===== src/rtl/apb_master_bridge.sv =====
// APB3 initiator: turns a core req/gnt/rvalid interface into one APB transfer
// at a time, with slave wait states, PSLVERR and an optional access timeout.
module apb_master_bridge #(
   parameter int APB_ADDR_WIDTH = 12,
   parameter int TIMEOUT_CYCLES = 255
) (
   input  logic                      HCLK,
   input  logic                      HRESETn,
   input  logic                      req_i,
   output logic                      gnt_o,
   input  logic [APB_ADDR_WIDTH-1:0] addr_i,
   input  logic                      we_i,
   input  logic [31:0]               wdata_i,
   output logic                      rvalid_o,
   output logic [31:0]               rdata_o,
   output logic                      err_o,
   output logic [APB_ADDR_WIDTH-1:0] PADDR,
   output logic [31:0]               PWDATA,
   output logic                      PWRITE,
   output logic                      PSEL,
   output logic                      PENABLE,
   input  logic [31:0]               PRDATA,
   input  logic                      PREADY,
   input  logic                      PSLVERR
);

   typedef enum logic [1:0] {
      S_IDLE,
      S_SETUP,
      S_ACCESS
   } state_t;

   localparam logic [15:0] LP_TO = 16'(TIMEOUT_CYCLES);

   state_t                      r_state;
   logic [15:0]                 r_cnt;
   logic [APB_ADDR_WIDTH-1:0]   r_paddr;
   logic [31:0]                 r_pwdata;
   logic                        r_pwrite;
   logic                        r_psel;
   logic                        r_penable;
   logic                        r_rvalid;
   logic [31:0]                 r_rdata;
   logic                        r_err;
   logic [15:0]                 w_cnt_inc;
   logic                        w_timeout;

   assign gnt_o     = req_i && (r_state == S_IDLE);
   assign w_cnt_inc = r_cnt + 16'd1;
   // Abort on the ACCESS cycle that would bring the wait count to the limit
   assign w_timeout = (LP_TO != 16'd0) && !PREADY && (w_cnt_inc == LP_TO);

   assign PADDR    = r_paddr;
   assign PWDATA   = r_pwdata;
   assign PWRITE   = r_pwrite;
   assign PSEL     = r_psel;
   assign PENABLE  = r_penable;
   assign rvalid_o = r_rvalid;
   assign rdata_o  = r_rdata;
   assign err_o    = r_err;

   always_ff @(posedge HCLK or negedge HRESETn) begin
      if (!HRESETn) begin
         r_state   <= S_IDLE;
         r_cnt     <= 16'd0;
         r_paddr   <= '0;
         r_pwdata  <= 32'd0;
         r_pwrite  <= 1'b0;
         r_psel    <= 1'b0;
         r_penable <= 1'b0;
         r_rvalid  <= 1'b0;
         r_rdata   <= 32'd0;
         r_err     <= 1'b0;
      end else begin
         r_rvalid <= 1'b0;
         unique case (r_state)
            S_IDLE: begin
               if (gnt_o) begin
                  r_paddr  <= addr_i;
                  r_pwrite <= we_i;
                  r_pwdata <= wdata_i;
                  r_psel   <= 1'b1;
                  r_cnt    <= 16'd0;
                  r_state  <= S_SETUP;
               end
            end
            S_SETUP: begin
               r_penable <= 1'b1;
               r_state   <= S_ACCESS;
            end
            S_ACCESS: begin
               if (PREADY) begin
                  r_psel    <= 1'b0;
                  r_penable <= 1'b0;
                  r_rvalid  <= 1'b1;
                  r_err     <= PSLVERR;
                  r_rdata   <= r_pwrite ? 32'd0 : PRDATA;
                  r_state   <= S_IDLE;
               end else if (w_timeout) begin
                  r_psel    <= 1'b0;
                  r_penable <= 1'b0;
                  r_rvalid  <= 1'b1;
                  r_err     <= 1'b1;
                  r_rdata   <= 32'd0;
                  r_state   <= S_IDLE;
               end else begin
                  r_cnt <= w_cnt_inc;
               end
            end
            default: begin
               r_psel    <= 1'b0;
               r_penable <= 1'b0;
               r_state   <= S_IDLE;
            end
         endcase
      end
   end

endmodule


===== config.mk =====
export PLATFORM = sky130hd
export DESIGN_NAME = apb_master_bridge
export DESIGN_NICKNAME = d
export VERILOG_FILES = /design/src/rtl/apb_master_bridge.sv
export SDC_FILE = /design/constraint.sdc
export NUM_CORES = 1
export LEC_CHECK = 0
export BUFFER_PORTS_ARGS = -buffer_cell sky130_fd_sc_hd__buf_2
export CAP_MARGIN = 30
export CORE_MARGIN = 2
export CORE_UTILIZATION = 45
export DETAILED_ROUTE_END_ITERATION = 12
export GPL_TIMING_DRIVEN = 0
export PLACE_DENSITY = 0.75
export SLEW_MARGIN = 20
export SYNTH_ARGS = -nofsm -noshare
export SYNTH_HDL_FRONTEND = slang
export SYNTH_SLANG_ARGS = --single-unit

===== constraint.sdc =====
create_clock -name HCLK -period 3.16 [get_ports HCLK]
set_input_delay 0.316 -clock HCLK [delete_from_list [all_inputs] [get_ports HCLK]]
set_output_delay 0.316 -clock HCLK [all_outputs]
set_load 0.1 [all_outputs]

==> results of run 1 <==
stage by stage:
stage                     hold WS, ns  setup WS (ns)  instances  instance area, um^2  utilization, %
after floorplan                0.0204          0.412        317                 4170               -
after global placement          0.482         0.0667        591                 5120            56.3
after detailed placement        0.255         0.0147        592                 5160            56.6
after CTS                       0.141         0.0846        608                 5400            59.2
after global routing            0.142      0.0000815        608                 5400            59.3
final                           0.156          0.106        608                 5400            59.3
state kept, by name (all words and copies together), names as in the netlist:
| name | flops |
|---|---|
| PADDR | 12 |
| PENABLE | 1 |
| PSEL | 1 |
| PWDATA | 32 |
| PWRITE | 1 |
| err_o | 1 |
| r_cnt | 16 |
| r_state | 2 |
| rdata_o | 32 |
| rvalid_o | 1 |
cell families after synthesis:
logic type               after synthesis  synth area share, %
AO/OA/AOI/OAI                         65                 13.3
AND/OR/NAND/NOR                       77                 10.3
XOR/XNOR                               2                0.420
adder cells (fa/ha/maj)                2                0.600
multiplexers                          48                 12.9
buffers and inverters                 24                 3.12
flip-flops                            99                 59.4
per-layer routing:
metal  routed length (um)  up-vias  GRT usage [%]
met3                  714       13           6.48
met2                 4970      115           32.5
met1                 4120     1617           26.0
met5                    0        -              0
met4                  130        0           8.32
li1                     -     1524              -
repair_timing:
action / in CTS / in global routing
gates resized for setup: 1 / 2
setup endpoints to repair: 9 / 40
hold endpoints to repair: 41 / 0
cloned: 0 / 0
hold buffers: 1 / 0
layout make-up:
cell class,count,area (um^2)
clock inverters,5,85.1
repair buffers,165,860
flip-flops and latches,99,2480
inverters,6,22.5
fillers,773,3710
plain buffers,18,108
multi-input cells,194,1570
well taps,111,139
clock buffers,10,138
worst max-delay path, cell delays in order (launching register included):
cell and delay (ns):
dfrtp_2 0.45, ha_1 0.25, nand3_2 0.21, or4_1 0.62
xnor2_1 0.17, a2111o_1 0.44, o21ai_4 0.27, buf_6 0.19
nor3_1 0.05, a211o_1 0.27
worst min-delay path by stage:
stage               startpoint           to  cells past startpoint  slack (ns)
CTS                 PRDATA[21]  rdata_o[21]                      2        0.14
finish               PRDATA[6]   rdata_o[6]                      2        0.16
floorplan              HRESETn     PADDR[0]                      0        0.02
global route         PRDATA[6]   rdata_o[6]                      2        0.14
detailed placement     HRESETn   rdata_o[2]                      1        0.26
global placement    rdata_o[6]   rdata_o[6]                      1        0.48
synth_stat cells, types with 2 or more instances:
| library cell | count |
|---|---|
| and2_1 | 2 |
| and3_1 | 9 |
| clkbuf_1 | 11 |
| ha_1 | 2 |
| inv_1 | 6 |
| mux2_2 | 45 |
| nor4_1 | 3 |
| buf_6 | 5 |
| a211o_1 | 5 |
| o2bb2ai_1 | 2 |
| mux2i_1 | 3 |
| o21ai_0 | 4 |
| xnor2_1 | 2 |
| nand4_2 | 2 |
| nor3_1 | 8 |
| o22a_1 | 5 |
| nand4_1 | 3 |
| nand2_1 | 12 |
| nor3b_1 | 2 |
| nor2_1 | 15 |
| a22o_1 | 33 |
| dfrtp_1 | 99 |
| or3_1 | 2 |
| o211ai_1 | 2 |
| a221o_1 | 3 |
| nand3_1 | 7 |
| a21oi_1 | 4 |
| or2_2 | 2 |
==> results.md, run 1 <==
* ANT cells at 0
* Total grt overflow at 0
* DIE AREA at 0.0101 mm^2
* I/O pins at 164
* CTS Buf Count at 9
* Synth async-reset ratio at 100%
* Antenna viol nets, final at 0
* Slew of the pin with the lowest slew margin at 0.579 ns
* Root Driver: clkbuf_8
* DRC viols at 0
* TritonCTS clock tree: yes
* Period Utilization, post-route at 96.6%
* Accumulated negative setup slack at 0 ns
* Placement row count at 35
* Post-synthesis register bit count at 99
* First-pass GRT wire length at 16200 um
* Vias in the first global route at 3345
* Final setup viols at 0
* Postcts setup bufs at 0
* Clk_lat worst skew at 0.37 ns
* Synth top area share at 59.4%
* I/O Buffers at 163
* Crit path DAT at 3.29 ns
* Mean routed wirelength per cell at 16.3 um
* Dpl hpwl at 7330 um
* Synth area leader: dfrtp_1
* Main synth FF type: dfrtp_1
* Number of flops mapped to enable cells by yosys at 0
* CP startpoint: r_cnt[0]
* Syn Nets at 401
* Status: finished clean
* Fmax achieved at 327 MHz
* H-tree levels at 3
* Final #Nets at 577
* Maximum fanout along the worst path at 10
* Post-Syn Area at 0.00417 mm^2
* Pin count of the biggest net entering global routing at 59
* CTS clk-pin slew, worst paths at 0.10 ns
* Drt first pass iters at 5
* Clock skew at 0.0189 ns
* Gp weighted congestion at 0.817
* R2r worst-path depth at 9
* Maxcap violations at 0
* Hold crit path type: input pin to flip-flop
* Synth unique cells at 47
* Layout area overhead at 29.5%
* Die span in x at 100 um
* Routed WL at 9940 um
* Synth area leaders: dfrtp_1 59%, mux2_2 12%, a22o_1 6.9%
* Final Max Tran Viols at 0
* Relative slew slack at 61.4%
* Synth Warn # at 0
* DR vias/cell at 5.38
* Iteration-0 DRC Markers at 170
* Startpoint Class: flip-flop
* Critical path class: flip-flop to flip-flop
* Total core area at 0.00911 mm^2
* Antenna violations before repair at 0
* Die H at 100 um
* Mean post-synth cell area at 13.2 um^2
* Minimum clock period at 3.05 ns
* Reg2reg setup slack at 0.11 ns
* Clk sinks at 99
* RSZ-0062 raised after global routing: false
* Share of cells above drive strength 1 at 48.7%
* RR Endpoint: r_cnt[9]
* Clock Tree Buf Depth at 2
* Most frequent cells in the layout: 163 x buf_2, 97 x dfrtp_1, 45 x mux2_2
* Most common cell after layout, fill and taps aside: buf_2
* Worst path required time at 3.40 ns
* Register area share after synthesis at 59.4%
* Final hold vios at 0
* CP endpoint: r_cnt[9]
* Gate count of the mapped netlist at 317
* Vias at 3269
* Initial core utilization at 45.8%
* Reg-to-Reg Start: r_cnt[0]
* CP Capture Type: flip-flop
* Total GRT Usage at 20.4%
Power of run 1 is not shown: default switching activity piles up to over one toggle a cycle in this logic, so the estimate is an artifact.
==> run 2: changes to the inputs <==
- CELL_PAD_IN_SITES_DETAIL_PLACEMENT: unset -> 1
- CELL_PAD_IN_SITES_GLOBAL_PLACEMENT: unset -> 1
- CORE_UTILIZATION: 45 -> 38
- CTS_CLUSTER_SIZE: unset -> 28
- GPL_ROUTABILITY_DRIVEN: unset -> 0
- PLACE_DENSITY: 0.75 -> 0.8
==> results.md, run 2 (synthesis gave the netlist of run 1 again) <==
* Status: finished clean
* CTS Buf Count at 9
* Placed cell count at 621
* I/O Buffers at 163
* WP buf/inv at 1
* Final Util at 50.2%
* First-pass GRT wire length at 18300 um
* DR vias/cell at 5.25
* Reg2reg setup slack at 0.1 ns
* Final #Nets at 578
* Hold crit path type: input pin to flip-flop
* Max incr delay on CP at 0.58 ns
* Root Driver: clkbuf_8
* TritonCTS clock tree: yes
* CP endpoint: r_cnt[9]
* RR Endpoint: r_cnt[9]
* Most common cell after layout, fill and taps aside: buf_2
* Number of cells on the critical path at 9
* Fmax achieved at 326 MHz
* Antenna violations before repair at 0
* Critical Path Slowest Stage Cell: or4_4
* Total GRT Usage at 20.3%
* Maxcap violations at 0
* Relative slew slack at 61.5%
* Vias in the first global route at 3618
* CP cell instances: ha_1 -> nand3_4 -> or4_4 -> xnor2_1 -> a2111o_1 -> o21ai_4 -> buf_6 -> nor3_1 -> a211o_1
* Layout area overhead at 30.0%
* Initial core utilization at 38.6%
* Critical path class: flip-flop to flip-flop
* CP Capture Type: flip-flop
* Total grt overflow at 0
* Final hold vios at 0
* Routed WL at 11600 um
* Die H at 109 um
* Startpoint Class: flip-flop
* Hold_sp: PSLVERR
* Clk_lat worst skew at 0.36 ns
* DRC viols at 0
* Crit path DAT at 3.32 ns
* Fin cells at 638
* Reg-to-Reg Start: r_cnt[0]
* Drt first pass iters at 4
* Worst path required time at 3.41 ns
* Placement row count at 38
* Clock Tree Buf Depth at 2
* Final setup viols at 0
* Pin count of the biggest net entering global routing at 70
* DIE AREA at 0.0118 mm^2
* I/O pins at 164
* Worst slack, placed at -0.0857 ns
* Vias at 3349
* Period Utilization, post-route at 97.0%
* Most frequent cells in the layout: 163 x buf_2, 97 x dfrtp_1, 45 x mux2_2
* Minimum clock period at 3.06 ns
* R2r worst-path depth at 9
* H-tree levels at 3
* Slew of the pin with the lowest slew margin at 0.573 ns
* Clock skew at 0.00946 ns
* CP startpoint: r_cnt[0]
* Mean routed wirelength per cell at 18.2 um
* Maximum fanout along the worst path at 10
* Clk sinks at 99
* Antenna viol nets, final at 0
* Iteration-0 DRC Markers at 156
* Worst setup margin at 0.0959 ns
* Dpl hpwl at 8610 um
* CP top delay family: compound AO/OA/AOI/OAI gates
* Die span in x at 109 um
* ANT cells at 0
* Total core area at 0.0108 mm^2
* Share of cells above drive strength 1 at 49.0%
* Final Max Tran Viols at 0
* CTS clk-pin slew, worst paths at 0.10 ns
-- run 2: changes by cell type in the layout (fill, tap and decap cells not counted) --
cell	previous run	this run
buf_4	0	1
nand3_2	1	0
inv_6	1	0
clkinv_4	1	0
or4_4	0	1
clkinvlp_4	1	3
clkbuf_8	10	12
nand3_4	0	1
or4_1	1	0
bufinv_16	2	0
-- run 2: what timing repair did --
action,4_1_cts,5_1_grt
setup endpoints to repair,40,40
pin swaps,0,1
hold buffers,1,0
buffers inserted,0,1
gates resized for setup,3,2
endpoints found under the hold margin,30,0
-- run 2: how the worst min path moves through the flow --
| stage | to | cells past startpoint |
|---|---|---|
| finish | err_o | 2 |
| global route | rdata_o[20] | 2 |
| CTS | rdata_o[3] | 2 |
| detailed placement | PWDATA[13] | 1 |
| global placement | PSEL | 1 |
| floorplan | PADDR[0] | 0 |
-- run 2: layout make-up --
type                            instances  area, um^2
Multi-Input combinational cell        194        1580
Tap cell                              140         175
Fill cell                            1205        5380
Inverter                                6        22.5
Timing Repair Buffer                  166         867
Buffer                                 18         108
Clock buffer                           12         165
Clock inverter                          3        22.5
Sequential cell                        99        2480
-- run 2: layer usage --
metal	wire length, um	GRT usage [%]	part of all wire (%)
met4	227	6.68	2.0
met2	6010	33.8	52
met3	795	7.47	6.9
met5	0	0	0
met1	4560	24.5	39
-- run 2: per-stage QoR --
stage                     area [um^2]  hold slack (ns)  setup TNS [ns]
after floorplan                  4170           0.0204               0
after global placement           5160            0.484         -0.0207
after detailed placement         5190            0.221           -1.50
after CTS                        5400            0.147               0
after global routing             5420            0.141         -0.0121
final                            5420            0.166               0
-- run 2: worst register-to-register path: stages, from the launching register on --
cell and delay, ns:
dfrtp_2 0.46, ha_1 0.29, nand3_4 0.16, or4_4 0.58, xnor2_1 0.15, a2111o_1 0.44
o21ai_4 0.33, buf_6 0.21, nor3_1 0.07, a211o_1 0.27
Power of run 2 is left out for the same reason.
